### src/rtl/cpu_pkg.sv
// Shared CPU definitions: default data-memory widths, the store-buffer entry
// record and the buffer occupancy classes.
package cpu_pkg;

   localparam int AW_DEF = 5;
   localparam int DW_DEF = 32;

   typedef struct packed {
      logic [AW_DEF-1:0] addr;
      logic [DW_DEF-1:0] data;
   } sb_entry_t;

   typedef enum logic [1:0] {
      OCC_EMPTY   = 2'd0,
      OCC_PARTIAL = 2'd1,
      OCC_FULL    = 2'd2
   } sb_occ_t;

endpackage

### src/rtl/sb_fwd_match.sv
// Youngest-match search over the store buffer entries for load forwarding.
// Entries are visited oldest to youngest starting at head, so the last match wins.
module sb_fwd_match #(
   parameter int DEPTH = 4,
   parameter int AW    = 5,
   parameter int PW    = $clog2(DEPTH)
) (
   input  logic [DEPTH-1:0][AW-1:0] addrs,
   input  logic [DEPTH-1:0]         valid,
   input  logic [PW-1:0]            head,
   input  logic [AW-1:0]            ld_addr,
   output logic                     hit,
   output logic [PW-1:0]            index
);

   logic [PW-1:0] slot_s;
   logic          match_s;

   // Age-ordered scan: a younger match overrides any older one.
   always_comb begin
      hit     = 1'b0;
      index   = {PW{1'b0}};
      slot_s  = head;
      match_s = 1'b0;
      for (int k = 0; k < DEPTH; k++) begin
         slot_s  = head + PW'(k);
         match_s = valid[slot_s] & (addrs[slot_s] == ld_addr);
         hit     = hit | match_s;
         index   = match_s ? slot_s : index;
      end
   end

endmodule

### src/rtl/store_buffer.sv
// Circular store buffer between core and data memory: in-order drain to memory
// and youngest-entry forwarding to loads.
module store_buffer
   import cpu_pkg::*;
#(
   parameter int DEPTH = 4,
   parameter int AW    = AW_DEF,
   parameter int DW    = DW_DEF
) (
   input  logic                    clk,
   input  logic                    rst_n,
   input  logic                    st_valid,
   input  logic [AW-1:0]           st_addr,
   input  logic [DW-1:0]           st_data,
   output logic                    st_ready,
   input  logic [AW-1:0]           ld_addr,
   output logic [DW-1:0]           ld_data,
   output logic                    ld_hit,
   input  logic                    drain_en,
   output logic                    mem_we,
   output logic [AW-1:0]           mem_a,
   output logic [DW-1:0]           mem_wd,
   input  logic [DW-1:0]           mem_rd,
   output logic [$clog2(DEPTH):0]  count
);

   localparam int PW = $clog2(DEPTH);
   localparam int CW = PW + 1;
   localparam logic [CW-1:0] FULL_CNT = CW'(DEPTH);

   sb_entry_t                entry_r [DEPTH];
   logic [PW-1:0]            head_r;
   logic [PW-1:0]            tail_r;
   logic [CW-1:0]            count_r;
   logic [DEPTH-1:0]         valid_r;
   sb_occ_t                  occ_s;
   logic                     push_s;
   logic                     pop_s;
   logic                     hit_s;
   logic [PW-1:0]            hit_idx_s;
   logic [DEPTH-1:0][AW-1:0] addrs_s;

   // Occupancy class decoded from the entry count.
   always_comb begin
      occ_s = OCC_PARTIAL;
      if (count_r == {CW{1'b0}}) begin
         occ_s = OCC_EMPTY;
      end else if (count_r == FULL_CNT) begin
         occ_s = OCC_FULL;
      end else begin
         occ_s = OCC_PARTIAL;
      end
   end

   assign push_s = st_valid & (occ_s != OCC_FULL);
   assign pop_s  = drain_en & (occ_s != OCC_EMPTY);

   // Head/tail pointers, occupancy count and per-entry valid mask.
   always_ff @(posedge clk or negedge rst_n) begin
      if (!rst_n) begin
         head_r  <= {PW{1'b0}};
         tail_r  <= {PW{1'b0}};
         count_r <= {CW{1'b0}};
         valid_r <= {DEPTH{1'b0}};
      end else begin
         if (push_s) begin
            tail_r          <= tail_r + PW'(1'b1);
            valid_r[tail_r] <= 1'b1;
         end
         // Push and pop never target the same slot: push needs not-full, pop needs not-empty.
         if (pop_s) begin
            head_r          <= head_r + PW'(1'b1);
            valid_r[head_r] <= 1'b0;
         end
         case ({push_s, pop_s})
            2'b10:   count_r <= count_r + CW'(1'b1);
            2'b01:   count_r <= count_r - CW'(1'b1);
            default: count_r <= count_r;
         endcase
      end
   end

   // Entry payload storage; occupancy is tracked by valid_r so no reset is needed.
   always_ff @(posedge clk) begin
      if (push_s) begin
         entry_r[tail_r].addr <= st_addr;
         entry_r[tail_r].data <= st_data;
      end
   end

   // Flatten entry addresses for the match search.
   always_comb begin
      addrs_s = {(DEPTH*AW){1'b0}};
      for (int i = 0; i < DEPTH; i++) begin
         addrs_s[i] = entry_r[i].addr;
      end
   end

   sb_fwd_match #(
      .DEPTH (DEPTH),
      .AW    (AW),
      .PW    (PW)
   ) u_fwd_match (
      .addrs   (addrs_s),
      .valid   (valid_r),
      .head    (head_r),
      .ld_addr (ld_addr),
      .hit     (hit_s),
      .index   (hit_idx_s)
   );

   assign st_ready = (occ_s != OCC_FULL);
   assign mem_we   = pop_s;
   assign mem_a    = entry_r[head_r].addr;
   assign mem_wd   = entry_r[head_r].data;
   assign ld_hit   = hit_s;
   assign ld_data  = hit_s ? entry_r[hit_idx_s].data : mem_rd;
   assign count    = count_r;

endmodule

### config.mk
export PLATFORM = sky130hd
export DESIGN_NAME = store_buffer
export DESIGN_NICKNAME = d
export VERILOG_FILES = /design/src/rtl/cpu_pkg.sv /design/src/rtl/sb_fwd_match.sv /design/src/rtl/store_buffer.sv
export SDC_FILE = /design/constraint.sdc
export NUM_CORES = 1
export LEC_CHECK = 0
export CAP_MARGIN = 20
export CORE_UTILIZATION = 50
export CTS_CLUSTER_SIZE = 24
export DETAILED_ROUTE_END_ITERATION = 12
export GPL_TIMING_DRIVEN = 0
export HOLD_SLACK_MARGIN = 0.05
export PLACE_DENSITY = 0.81
export SLEW_MARGIN = 25
export SYNTH_ARGS = -nofsm -noshare
export SYNTH_HDL_FRONTEND = slang
export SYNTH_HIERARCHICAL = 1
export SYNTH_SLANG_ARGS = --single-unit
### constraint.sdc
create_clock -name clk -period 5.1 [get_ports clk]
set_input_delay 1.275 -clock clk [delete_from_list [all_inputs] [get_ports clk]]
set_output_delay 1.275 -clock clk [all_outputs]
set_load 0.02 [all_outputs]
Word level (Yosys, flattened, before mapping)
Memory sizes are Yosys's and may differ from the RTL's.
Index checks and enable logic that the tools add are counted.
{ "op_classes": {"addsub": 6, "n_lt_le_gt_ge": 7, "eq_ne": 8, "mux": 32, "bitwise_logic": 12, "reduce_logical": 5} }
{ "op_table": {"columns": ["operator", "n"], "rows": [
  ["binary-select mux 5 bit (select 2 bit)", 4],
  ["2-to-1 mux 32 bit", 1],
  ["equality test 5 bit", 4],
  ["2-to-1 mux 5 bit", 4],
  ["< comparator 2 x 3 -> 1 bit (second input constant)", 5],
  ["2-to-1 mux 2 bit", 6],
  ["binary-select mux 1 bit (select 2 bit)", 4],
  ["2-to-1 mux 1 bit", 8],
  ["2-to-1 mux 4 bit", 2],
  ["AND 1 bit", 6],
  ["one-hot mux 3 bit (2 select lines)", 1],
  ["adder 2 x 1 -> 2 bit (second input constant)", 2],
  ["adder 2 bit (second input constant)", 2],
  ["AND 4 bit", 1],
  ["demux 1 bit (select 2 bit)", 2],
  [">= comparator 2 x 1 -> 1 bit (second input constant)", 2],
  ["NOT 4 bit", 1],
  ["bitwise OR 4 bit", 1],
  ["nonzero test 2 bit", 2],
  ["adder 3 x 1 -> 3 bit (second input constant)", 1],
  ["equality test 3 bit (second input constant)", 1],
  ["zero test 3 bit", 1],
  ["bitwise OR 1 bit", 3],
  ["subtractor 3 x 1 -> 3 bit (second input constant)", 1],
  ["4 further kinds", 5]
]} }
{ "word_totals": {"reg_bits": 11, "ram_bits": 148, "in_bits": 78, "output_inout_bits": 75, "n_memories": 1} }
{ "mem_list": {"columns": ["name", "depth", "width", "rd", "rd_ports_with_merged_regs", "write_ports", "line_no", "source"], "rows": [
  ["entry_r", 4, 37, 6, 0, 1, "store_buffer.sv:31", "sb_entry_t entry_r [DEPTH];"]
]} }

Longest topological paths before layout
An unclocked memory read counts as a cell.
{ "logic_depth": {"word_depth": 11, "ltp_mapped": 13, "mapped_depth_nobuf": 9} }

Cells and area by module
Netlist, hierarchy kept.
{ "modules_own_cells": {"columns": ["mod", "instances", "cells_each", "area_each_um2", "seq_area_each_um2"], "rows": [
  ["store_buffer", 1, 390, 7213.2, 4719.5],
  ["sb_fwd_match", 1, 115, 964.7, 0.0]
]} }

Least setup slack after synthesis
No wires, ideal clock.
{ "synth_path": {"path_type": "input-to-output", "start": "input ld_addr[0]", "end": "output ld_data[0]", "arrival_ns": 3.511, "setup_slack_ns": 0.314, "path_stages": 12, "cell_sequence": "clkbuf_1 > xnor2_1 > a32oi_1 > nor4_1 > o211a_1 > o21ai_0 > a21oi_1 > a31oi_1 > buf_2 > buf_4 > mux2i_1 > o221ai_1"} }
{ "synth_between": {"elab_chain_len": 8, "word_cells_on_any_way": 17} }
{ "synth_lines": {"columns": ["element", "line_no", "source"], "rows": [
  ["from (decl)", "store_buffer.sv:16", "input logic [AW-1:0] ld_addr,"],
  ["equality test 5 bit", "sb_fwd_match.sv:27", "match_s = valid[slot_s] & (addrs[slot_s] == ld_addr);"],
  ["AND 1 bit", "sb_fwd_match.sv:27", null],
  ["2-to-1 mux 2 bit (3 in a row)", "sb_fwd_match.sv:29", "index = match_s ? slot_s : index;"],
  ["2-to-1 mux 2 bit *", "sb_fwd_match.sv:29", null],
  ["via hit_idx_s[0]", "store_buffer.sv:40", "logic [PW-1:0] hit_idx_s;"],
  ["memory read (4 x 37 bit) *", null, null],
  ["2-to-1 mux 32 bit *", "store_buffer.sv:117", "assign ld_data = hit_s ? entry_r[hit_idx_s].data : mem_rd;"],
  ["to (decl)", "store_buffer.sv:17", "output logic [DW-1:0] ld_data,"]
]} }
Mark *: on every way through the listed nets, which the timed path passes. The rest lies on a longest branch.

Worst setup path after layout
{ "layout_path": {"start": "input ld_addr[0]", "end": "output ld_data[7]"} }
Same word-level chain as after synthesis.

==> summary.md <==
| Metric | Value |
|---|---|
| Outcome | `complete, no violations` |
| Via count | `5290` |
| RSZ-0062 raised after global routing | `yes` |
| Die ar. | `16900 sq um` |
| PwrDens | `610 nW/um^2` |
| Io pins | `153` |
| Post-Layout Inst Area | `10500 sq um` |
| R2r setup slk | `2.95 ns` |
| Hold slack | `0.521 ns` |
| Largest net degree at the start of global routing | `39` |
| First drt pass iteration count | `5` |
| Mux cell area share after synthesis | `21.9%` |
| Port Buffers | `147` |
| GR Util All Layers | `24.9%` |
| Synth cell types | `49` |
| Post-synthesis compound-gate area fraction | `6.79%` |
| Worst hold start | `count[2]` |
| FF/Latch Area | `4720 sq um` |
| Slew headroom | `47.4%` |
| WL final | `20100 um` |
| Cell Area, Synth | `8180 sq um` |
| Die Ht | `130 um` |
| Hold path depth | `1` |
| FF-to-FF Start | `count[1]` |
| Max Buffers Root-to-Sink | `2` |
| Num rows | `46` |
| CP Data Required Time | `3.83 ns` |
| R2R depth | `9` |
| Cells after synthesis | `505` |
| Register bit count reported by yosys | `159` |
| Synth Area in XOR/XNOR | `3.53%` |
| Ys async rst share | `6.92%` |
| Final nets | `763` |
| Max_cap viols | `0` |
| Vias in the first global route | `5500` |
| Endpoint type of the worst setup path | `output pin` |
| Pins over their slew limit | `0` |
| Antenna Nets Post-Route | `0` |
| Setup CP Type | `in2out` |
| Final Wtd Congestion | `0.874` |
| GR Overflow Total | `0` |
| First-pass GRT wire length | `30200 um` |
| Seq/Total Area, Yosys | `57.7%` |
| Leakage | `3.71 nW` |
| Final period util | `98.8%` |
| H-tree levels | `4` |
| Placed wire-length estimate | `13100 um` |
| Worst-path clk slew | `0.06 ns` |
| DR iter-0 viols | `336` |
| Critical Path Start Type | `input pin` |
| ANT cells | `0` |
| Chip width | `130 um` |
| Clk sinks | `159` |
| Post-layout min period | `5.04 ns` |
| Synth Area in Simple Gates | `5.08%` |
| Clock skew | `0.00724 ns` |
| Worst-Skew Late Latency | `0.43 ns` |
| CTS tree | `yes` |
| Synth warn | `6` |
| Critical path data arrival time | `3.76 ns` |
| CTS Buf Count | `17` |
| Largest family of logic cells by synthesized area | `multiplexers` |
| Reg-to-reg critical path endpoint | `count[2]` |
| Clock root cell | `clkbuf_16` |
| Syn Area/Cell | `16.2 sq um` |
| Synth Area in Adders | `1.62%` |
| Initial antenna violation count | `1` |
| Fmax | `0.198 GHz` |
| Critical-path maximum fanout | `10` |
| Via density | `5.85` |
| Multi-input gate area | `3300 sq um` |
| Hold Vio Cnt, Final | `0` |
| Max VDD drop | `313 uV` |
| Synth-to-layout area growth | `29.0%` |
| Drt drc | `0` |
| Final setup fails | `0` |
| Core Box Area | `15900 sq um` |
| Setup_tns | `0 ns` |
| Mapped Nets | `593` |
| Most common cell after layout, fill and taps aside | `edfxtp_1` |
| Hold Path End | `count[2]` |
| Ys flop type | `edfxtp_1` |
| DP Area | `9920 sq um` |
| Routed len/inst | `22.3 um` |
| Commonest non-fill, non-tap cells in the layout | `edfxtp_1 (148), clkdlybuf4s50_1 (115), mux2i_1 (80)` |
| Tightest Hold Check Type | `reg2reg` |
| Number of enable flip-flop cells after synthesis | `148` |
| Starting Density | `51.3%` |
| Least-Margin Pin Slew | `0.789 ns` |
| Fill cells | `1176` |
| Share of cells above drive strength 1 | `25.3%` |
-- per-stage QoR --
step                      instances  total power, mW  setup slack (ns)  utilization [%]
after CTS                       903             6.42           -0.0102             66.3
after detailed placement        868             5.19            -0.728             62.2
after global routing            904             6.73           -0.0502             66.2
final                           904             6.44            0.0611             66.2
after floorplan                 505             3.99             0.314                -
after global placement          868             5.14            -0.715             62.2
-- sequential cells by signal, indices dropped and copies added, names as in the netlist --
name     flops
count        3
entry_r    148
head_r       2
tail_r       2
valid_r      4
-- cell usage after synthesis (5+ instances only) --
master | number | area [sq um]
edfxtp_1 | 148 | 4440
mux2i_1 | 80 | 801
mux4_2 | 42 | 946
nand2b_1 | 36 | 225
o221ai_1 | 33 | 289
xnor2_1 | 20 | 175
xor2_1 | 13 | 114
buf_2 | 12 | 60.1
dfrtp_1 | 11 | 275
inv_1 | 11 | 41.3
clkbuf_1 | 10 | 37.5
ha_1 | 9 | 113
a21oi_1 | 6 | 30.0
buf_4 | 6 | 45.0
nand2_1 | 6 | 22.5
nor3_1 | 6 | 30.0
buf_6 | 5 | 56.3
-- critical path, cell delays in order --
cell,delay [ns]
clkbuf_2,0.17
xnor2_2,0.17
a32oi_1,0.25
nor4_2,0.08
o211a_1,0.30
o21ai_1,0.19
a21oi_2,0.09
a31oi_4,0.22
buf_6,0.18
buf_6,0.19
mux2i_1,0.26
o221ai_2,0.13
clkdlybuf4s15_2,0.27
-- final cells by class --
cell class	instances	share of cell area, %
multi-input cells	298	31.3
clock inverters	14	1.28
flip-flops and latches	159	44.8
repair buffers	151	12.9
clock buffers	18	4.07
well taps	216	2.56
inverters	11	0.391
plain buffers	37	2.79
-- layer usage --
layer	vias to the layer above	part of all wire (%)	GRT usage, %
li1	2384	-	-
met1	2680	42	33.6
met2	198	49	39.8
met3	28	7.0	6.68
met4	0	1.5	7.66
met5	-	0	0
-- logic make-up (layout without fill, tap and decap cells) --
| group | count (synthesis) | after routing |
|---|---|---|
| AO/OA/AOI/OAI | 63 | 63 |
| XOR/XNOR | 33 | 33 |
| adder cells (fa/ha/maj) | 10 | 10 |
| buffers and inverters | 48 | 231 |
| flip-flops | 159 | 159 |
| multiplexers | 125 | 125 |
| AND/OR/NAND/NOR | 67 | 67 |
-- what timing repair did --
action,in CTS,in global routing
hold buffers,0,0
gates resized for setup,102,96
pin swaps,0,4
cloned,0,1
setup buffers,3,0
endpoints found under the setup margin,32,32
-- how the worst max path moves through the flow --
stage                from           to  slack [ns]  cells past startpoint
2_1_floorplan  ld_addr[0]   ld_data[0]        0.31                     12
3_3_place_gp   ld_addr[0]   ld_data[8]       -0.72                     12
3_5_place_dp   ld_addr[0]   ld_data[7]       -0.73                     12
4_1_cts         head_r[0]  ld_data[27]       -0.01                     13
5_1_grt        ld_addr[0]   ld_data[7]       -0.05                     12
6_report       ld_addr[0]   ld_data[7]        0.06                     13
-- power breakdown --
part / internal, mW / switching (mW) / total [mW]
Clock: 0.680 / 0.535 / 1.22
Sequential: 1.75 / 0.171 / 1.92
Combinational: 1.54 / 1.77 / 3.30
No activity file was read; power rests on OpenSTA's default activity.
